==> config.mk <==
export PLATFORM = sky130hd
export DESIGN_NAME = pisirme_kontrol
export DESIGN_NICKNAME = d
export VERILOG_FILES = /design/src/rtl/pisirme_kontrol_pkg.sv /design/src/rtl/pisirme_kontrol_kenar_algilayici.sv /design/src/rtl/pisirme_kontrol.sv
export SDC_FILE = /design/constraint.sdc
export NUM_CORES = 1
export LEC_CHECK = 0
export ABC_AREA = 1
export CORE_AREA = 5 5 59 61
export DETAILED_ROUTE_END_ITERATION = 8
export DIE_AREA = 0 0 64 66
export PLACE_DENSITY_LB_ADDON = 0.25
export SYNTH_ARGS = -nofsm -noshare
export SYNTH_HDL_FRONTEND = slang
export SYNTH_SLANG_ARGS = --single-unit
==> constraint.sdc <==
create_clock -name saat -period 1.7 [get_ports saat]
set_input_delay 0.34 -clock saat [delete_from_list [all_inputs] [get_ports saat]]
set_output_delay 0.34 -clock saat [all_outputs]
set_load 0.05 [all_outputs]
==> src/rtl/pisirme_kontrol_pkg.sv <==
`default_nettype none
// ============================================================================
//  Module   : pisirme_kontrol_pkg
//  Purpose  : Shared state encodings, reject codes and valve helper for the
//             cooking-sequence controller.
//  Revision : 1.0 - initial release
// ============================================================================
package pisirme_kontrol_pkg;

   // Controller states, 3-bit binary
   typedef enum logic [2:0] {
      BEKLE = 3'd0,
      DOZAJ = 3'd1,
      PISIR = 3'd2,
      HAZIR = 3'd3,
      RED   = 3'd4
   } durum_t;

   // Reject reason codes
   localparam logic [1:0] RED_YOK   = 2'b00;
   localparam logic [1:0] RED_TUZLU = 2'b01;
   localparam logic [1:0] RED_BOS   = 2'b10;

   // One-hot valve drive for the selected ingredient
   function automatic logic [1:0] vana_kodla(input logic sec);
      return sec ? 2'b10 : 2'b01;
   endfunction

endpackage
`default_nettype wire

==> src/rtl/pisirme_kontrol_kenar_algilayici.sv <==
`default_nettype none
// ============================================================================
//  Module   : kenar_algilayici
//  Purpose  : Rising-edge detector. The pulse is combinational against the
//             registered history, so the consumer samples it on the same edge
//             the history flop updates.
//  Revision : 1.0 - initial release
// ============================================================================
module kenar_algilayici (
   input  logic saat,
   input  logic reset,
   input  logic giris,
   output logic kenar
);

   logic onceki_d;
   logic onceki_q;

   // History follows the input every cycle
   always_comb begin
      onceki_d = giris;
   end

   // History flop, cleared to 0 so a level held through reset yields one edge
   always_ff @(posedge saat or negedge reset) begin
      if (!reset) onceki_q <= 1'b0;
      else        onceki_q <= onceki_d;
   end

   assign kenar = giris & ~onceki_q;

endmodule
`default_nettype wire

==> src/rtl/pisirme_kontrol.sv <==
`default_nettype none
// ============================================================================
//  Module   : pisirme_kontrol
//  Purpose  : Cooking sequencer. Latches an order on the rising edge of the
//             upstream done flag, dispenses timed portions, runs the cook
//             timer and holds the dish until served. Salty/empty orders are
//             rejected with a one-cycle pulse and reason code.
//  Revision : 1.0 - initial release
// ============================================================================
module pisirme_kontrol
   import pisirme_kontrol_pkg::*;
#(
   parameter int unsigned PORSIYON_SURESI = 4,
   parameter int unsigned PISIRME_SURESI  = 8,
   parameter int unsigned SAYAC_GENISLIGI = 8
) (
   input  logic       saat,
   input  logic       reset,
   input  logic       bitti,
   input  logic       secilen_malzeme,
   input  logic [3:0] malzeme_miktari,
   input  logic       cikis_tuzlu,
   input  logic       servis,
   output logic       mesgul,
   output logic [1:0] vana,
   output logic [3:0] porsiyon_sayisi,
   output logic       hazir,
   output logic       reddedildi,
   output logic [1:0] red_kodu
);

   localparam logic [SAYAC_GENISLIGI-1:0] PORSIYON_SON = SAYAC_GENISLIGI'(PORSIYON_SURESI - 1);
   localparam logic [SAYAC_GENISLIGI-1:0] PISIRME_SON  = SAYAC_GENISLIGI'(PISIRME_SURESI - 1);
   localparam logic [SAYAC_GENISLIGI-1:0] SAYAC_BIR    = SAYAC_GENISLIGI'(1);

   logic basla;

   durum_t                     durum_d,    durum_q;
   logic                       sec_d,      sec_q;
   logic [3:0]                 miktar_d,   miktar_q;
   logic [1:0]                 kod_d,      kod_q;
   logic [SAYAC_GENISLIGI-1:0] sayac_d,    sayac_q;
   logic [3:0]                 porsiyon_d, porsiyon_q;
   logic                       mesgul_d,   mesgul_q;
   logic [1:0]                 vana_d,     vana_q;
   logic                       hazir_d,    hazir_q;
   logic                       red_d,      red_q;
   logic [1:0]                 red_kodu_d, red_kodu_q;
   logic [3:0]                 porsiyon_artti;

   kenar_algilayici u_bitti_kenar (
      .saat  (saat),
      .reset (reset),
      .giris (bitti),
      .kenar (basla)
   );

   assign porsiyon_artti = porsiyon_q + 4'd1;

   // Next-state, order latch, counters, and outputs decoded from the next state
   always_comb begin
      durum_d    = durum_q;
      sec_d      = sec_q;
      miktar_d   = miktar_q;
      kod_d      = kod_q;
      sayac_d    = sayac_q;
      porsiyon_d = porsiyon_q;

      case (durum_q)
         BEKLE: begin
            if (basla) begin
               sec_d      = secilen_malzeme;
               miktar_d   = malzeme_miktari;
               sayac_d    = '0;
               porsiyon_d = 4'd0;
               if (cikis_tuzlu) begin
                  durum_d = RED;
                  kod_d   = RED_TUZLU;
               end else if (malzeme_miktari == 4'd0) begin
                  durum_d = RED;
                  kod_d   = RED_BOS;
               end else begin
                  durum_d = DOZAJ;
                  kod_d   = RED_YOK;
               end
            end
         end
         DOZAJ: begin
            if (sayac_q == PORSIYON_SON) begin
               sayac_d    = '0;
               porsiyon_d = porsiyon_artti;
               // Last portion done: cook counter starts from zero
               if (porsiyon_artti == miktar_q) durum_d = PISIR;
            end else begin
               sayac_d = sayac_q + SAYAC_BIR;
            end
         end
         PISIR: begin
            if (sayac_q == PISIRME_SON) begin
               sayac_d = '0;
               durum_d = HAZIR;
            end else begin
               sayac_d = sayac_q + SAYAC_BIR;
            end
         end
         HAZIR: begin
            if (servis) begin
               durum_d    = BEKLE;
               porsiyon_d = 4'd0;
            end
         end
         RED: begin
            durum_d = BEKLE;
            kod_d   = RED_YOK;
         end
         default: durum_d = BEKLE;
      endcase

      mesgul_d   = (durum_d != BEKLE);
      vana_d     = (durum_d == DOZAJ) ? vana_kodla(sec_d) : 2'b00;
      hazir_d    = (durum_d == HAZIR);
      red_d      = (durum_d == RED);
      red_kodu_d = (durum_d == RED) ? kod_d : RED_YOK;
   end

   // State, latched order, counters and registered Moore outputs
   always_ff @(posedge saat or negedge reset) begin
      if (!reset) begin
         durum_q    <= BEKLE;
         sec_q      <= 1'b0;
         miktar_q   <= 4'd0;
         kod_q      <= RED_YOK;
         sayac_q    <= '0;
         porsiyon_q <= 4'd0;
         mesgul_q   <= 1'b0;
         vana_q     <= 2'b00;
         hazir_q    <= 1'b0;
         red_q      <= 1'b0;
         red_kodu_q <= RED_YOK;
      end else begin
         durum_q    <= durum_d;
         sec_q      <= sec_d;
         miktar_q   <= miktar_d;
         kod_q      <= kod_d;
         sayac_q    <= sayac_d;
         porsiyon_q <= porsiyon_d;
         mesgul_q   <= mesgul_d;
         vana_q     <= vana_d;
         hazir_q    <= hazir_d;
         red_q      <= red_d;
         red_kodu_q <= red_kodu_d;
      end
   end

   assign mesgul          = mesgul_q;
   assign vana            = vana_q;
   assign porsiyon_sayisi = porsiyon_q;
   assign hazir           = hazir_q;
   assign reddedildi      = red_q;
   assign red_kodu        = red_kodu_q;

endmodule
`default_nettype wire
# [Word level (Yosys, flattened, before mapping)]
# Cells that the tools add are included.
[op_classes] addsub=2 multipliers=0 div_mod_pow=0 magnitude_cmp=0 eq_ne=13 shift=0 muxes=25 bitwise=2 reduce_logical=8
[ops] cell="two-way mux 8 bit" count=3
[ops] cell="case mux 8 bit (3 select lines)" count=1
[ops] cell="two-way mux 3 bit" count=7
[ops] cell="two-way mux 2 bit" count=6
[ops] cell="two-way mux 4 bit" count=3
[ops] cell="case mux 3 bit (4 select lines)" count=1
[ops] cell="case mux 4 bit (3 select lines)" count=1
[ops] cell="== test 3 x 2 -> 1 bit (second input constant)" count=3
[ops] cell="nonzero test 3 bit" count=3
[ops] cell="adder 8 x 1 -> 8 bit (second input constant)" count=1
[ops] cell="== test 8 x 2 -> 1 bit (second input constant)" count=1
[ops] cell="== test 8 x 3 -> 1 bit (second input constant)" count=1
[ops] cell="== test 3 x 1 -> 1 bit (second input constant)" count=2
[ops] cell="== test 3 bit (second input constant)" count=2
[ops] cell="!= test 2 bit (second input constant)" count=3
[ops] cell="adder 4 x 1 -> 4 bit (second input constant)" count=1
[ops] cell="== test 4 bit" count=1
[ops] cell="logical NOT 4 bit" count=1
[ops] cell="case mux 2 bit (2 select lines)" count=1
[ops] cell="AND reduction 2 bit" count=2
[ops] cell="AND reduction 4 bit" count=1
[ops] cell="logical NOT 3 bit" count=1
[ops] cell="two-way mux 1 bit" count=2
[ops] cell="bitwise AND 1 bit" count=1
[ops] cell="inverter 1 bit" count=1
[totals] ff_bits=30 latchBits=0 ram_bits=0 rom_bits=0 input_bits=10 mem_count=0

# [Longest topological paths before layout]
[logic_depth] ltp_word=7 depth_mapped=11 ltp_nobuf=11

# [Hierarchy]
# A second synthesis with hierarchy kept.
[unflattened] cells_unflattened=180 hier_area_um2=1447.6
[modules_own_cells] module="pisirme_kontrol" n_inst=1 cells_per_inst=177 area_each_um2=1412.6 seq_area_each_um2=675.6
[modules_own_cells] module="kenar_algilayici" n_inst=1 cells_per_inst=3 area_each_um2=35.0 seq_area_each_um2=25.0

# [Least setup slack after synthesis]
# OpenSTA, ideal clock, no wires.
[synth_path] kind="register to register" startpoint="register porsiyon_q[0], in the netlist porsiyon_sayisi[0]" endpoint="register mesgul_q, in the netlist mesgul" setup_ps=131 arrival_ps=1625 path_slack_ps=-56 path_stages_with_launch=10 path_buffers=0 period_less_slack_ps=1756 cell_sequence="dfrtp_1 ha_1 nand2_1 nand2_1 nor2_1 nand2_1 nor2_1 nand2_1 a21oi_1 nand3_1"
[synth_via] elab_chain_cells=6
[synth_lines] element="start, declared" line="pisirme_kontrol.sv:43" source="logic [3:0] porsiyon_d, porsiyon_q;"
[synth_lines] element="start signal, assigned" line="pisirme_kontrol.sv:146" source="porsiyon_q <= porsiyon_d;"
[synth_lines] element="adder 4 x 1 -> 4 bit" line="pisirme_kontrol.sv:58" source="assign porsiyon_artti = porsiyon_q + 4'd1;"
[synth_lines] element="== test 4 bit" line="pisirme_kontrol.sv:93" source="if (porsiyon_artti == miktar_q) durum_d = PISIR;"
[synth_lines] element="two-way mux 3 bit" line="pisirme_kontrol.sv:93"
[synth_lines] element="two-way mux 3 bit" line="pisirme_kontrol.sv:89" source="if (sayac_q == PORSIYON_SON) begin"
[synth_lines] element="case mux 3 bit (4 select lines)" line="pisirme_kontrol.sv:69" source="case (durum_q)"
[synth_lines] element="nonzero test 3 bit" line="pisirme_kontrol.sv:119" source="mesgul_d = (durum_d != BEKLE);"
[synth_lines] element="net mesgul_d" line="pisirme_kontrol.sv:44" source="logic mesgul_d, mesgul_q;"
[synth_lines] element="end signal, assigned" line="pisirme_kontrol.sv:147" source="mesgul_q <= mesgul_d;"
[synth_lines] element="end, declared" line="pisirme_kontrol.sv:44"
# The timed path passes the listed nets, and every way through them passes these cells.
# A chain may end at the register's enable or synchronous reset.

# [Worst setup path after layout]
[layout_path] startpoint="register porsiyon_q[1], in the netlist porsiyon_sayisi[1]" endpoint="register mesgul_q, in the netlist mesgul"
# Same word-level chain as after synthesis.

==> reports/qor.yml <==
status: "finished, final reports clean"
gp_congestion: 0.856
hpwl_um: 2350
path_common_cell: "nand2_1"
path_cells: "ha_1 -> inv_1 -> nand2_1 -> nand2_1 -> nor2_1 -> nand2_1 -> nor2_2 -> nand2_1 -> a21oi_2 -> nand3_1"
grt-ovfl-total: 0
num_rows: 20
fin_area_um2: 1750
die_area_um2: 4220
rsz0062_at_grt: "true"
synth_cell_types: 29
cts_buffer_depth: 2
hp-class: "in2async"
peakVddDrop_v: 0.00137
grt_pass1_wl_um: 5520
numCtsBuffers: 3
cts.sinks: 28
period_share_pct: 93.8
cpMaxStageDelayCell: "dfrtp_2"
place_area_um2: 1710
wl_um: 3070
seq_area_frac_synth_pct: 48.5
drv_slew: 0
final_nets: 223
syn-num-nets: 192
post_cts.repair.setup_buffers: 0
cp-end-kind: "register"
ys_seq_elements: 28
synth.avg_cell_area_um2: 8.02
critPathMaxFanout: 2
dp_slack_ps: -84.3
detail-route-antenna-nets: 0
die_h_um: 66
drt-initial-drc-count: 57
area_growth_syn_to_layout_pct: 21.4
port_buffers: 20
viasPerCell: 5.11
root_buffer: "clkbuf_4"
drv_cap: 0
cp.required_ps: 1930
h-tree-depth: 1
syn_area_um2: 1440
crit_type: "reg2reg"
chipWidth_um: 64
io_pins: 21
hold_viol_final: 0
grt_max_degree: 29
p_per_area_nw_per_um2: 1600
start_util_pct: 49.3
final_util_pct: 59.9
layout_common_cells: "nand2_1, inv_1, dfrtp_1"
clk_pin_slew_ps: 160
num_antenna_cells: 0
relSlewSlack_pct: 76.1
antenna_found_initial: 0
setup_slack_ps: 106
grt_pass1_vias: 1332
max_slew.worst_pin.slew_ps: 358
crit_path_max_incr_delay_ps: 440
nFillCells: 260
route.detailed.wl_per_inst_um: 12.7
clock_skew_ps: 10.8
tns_ps: 0
post-route-drc-count: 0
leakagePower_nw: 0.910
min_period_ps: 1590
synth_cells: 180
cp-start-kind: "register"
max_freq_mhz: 627
final_common_cell: "nand2_1"
setup_viol: 0
vias: 1242
synth_warnings: 0
cts_tree: "built"
insertion_delay_ps: 330
drt-pass1-iter-count: 4
drive_gt1_share_pct: 20.5
crit_arrival_ps: 1830
grt_usage_pct: 16.2
core-area_um2: 2930
==> critical path: cells and delay by family, from the launching register on <==
kind                       cells  cell delay (ps)
and+or+nand+nor                7              570
adders and majority gates      1              290
AOI/OAI and AO/OA              1              160
DFF                            1              440
buffers and inverters          1               50
==> routing by layer <==
metal,vias up,part of all wire (%),GRT usage [%]
met2,23,50,29.0
met3,2,4.8,3.74
met1,592,45,19.4
met5,-,0,0
met4,0,0.42,3.64
li1,625,-,-
==> metrics by stage <==
step / hold WS (ps) / total power (W) / std cells
final: 358 / 0.00281 / 243
after global routing: 394 / 0.00302 / 243
after CTS: 378 / 0.00279 / 243
after detailed placement: 481 / 0.00246 / 239
after global placement: 475 / 0.00242 / 239
after floorplan: 44.4 / 0.00205 / 180
==> path summary, 6_finish.rpt <==
kind | start | depth (start not counted) | endpoint | slack (ps)
worst max-delay path | porsiyon_sayisi[1]$_DFFE_PN0P_ | 10 | mesgul$_DFF_PN0_ | 110
worst min-delay path | reset | 2 | sayac_q[5]$_DFFE_PN0P_ | 360
worst max register to register | porsiyon_sayisi[1]$_DFFE_PN0P_ | 10 | mesgul$_DFF_PN0_ | 110
worst min register to register | miktar_q[2]$_DFFE_PN0P_ | 2 | miktar_q[2]$_DFFE_PN0P_ | 510
max in group asynchronous | reset | 2 | porsiyon_sayisi[0]$_DFFE_PN0P_ | 1050
min in group saat | bitti | 1 | u_bitti_kenar.onceki_q$_DFF_PN0_ | 460
==> cells by family (layout without fill, tap and decap cells) <==
family,after synthesis,count (layout),synth area share [%]
AO/OA/AOI/OAI,26,26,12.7
flip-flops,28,28,48.5
XOR/XNOR,2,2,1.21
AND/OR/NAND/NOR,88,88,26.8
adder cells (fa/ha/maj),2,2,1.73
buffers and inverters,34,64,9.10
==> cells in the mapped netlist (all sizes together) <==
library cell	n	area share (%)
a21boi	1	0.52
a21oi	8	2.8
a31oi	1	0.43
buf	1	0.52
dfrtp	28	49
ha	2	1.7
inv	33	8.6
nand2	50	13
nand3	8	2.8
nand3b	1	0.52
nand4	2	0.87
nor2	23	7.5
nor3	3	1.4
nor3b	1	0.52
o21ai	10	5.3
o221ai	1	0.61
o22ai	1	0.87
o2bb2ai	1	0.61
o31ai	3	1.6
xnor2	1	0.61
xor2	1	0.61
==> registers in the layout, summed over array words and instances, names as in the netlist <==
name	cells
reddedildi	1
durum_q	3
mesgul	1
sec_q	1
hazir	1
u_bitti_kenar.onceki_q	1
vana	2
miktar_q	4
sayac_q	8
porsiyon_sayisi	4
red_kodu	2
==> report_power, final <==
group	switching (W)	leakage (nW)	internal [W]
Combinational	0.000982	0.524	0.000500
Sequential	0.000134	0.365	0.000862
Clock	0.000200	0.0210	0.000131
==> cell type report <==
cell class                 count  area, µm²  area share, %
multi-input combinational    118        623           35.5
tap                           33       41.3           2.36
sequential                    28        703           40.1
inverter                      33        124           7.07
timing repair buffer          27        225           12.8
clock buffer                   4       36.3           2.07
==> what timing repair did <==
action	in CTS	in global routing
endpoints found under the setup margin	0	7
gates resized for setup	0	3
hold buffers	0	0
Power figures use the tool's default switching activity.
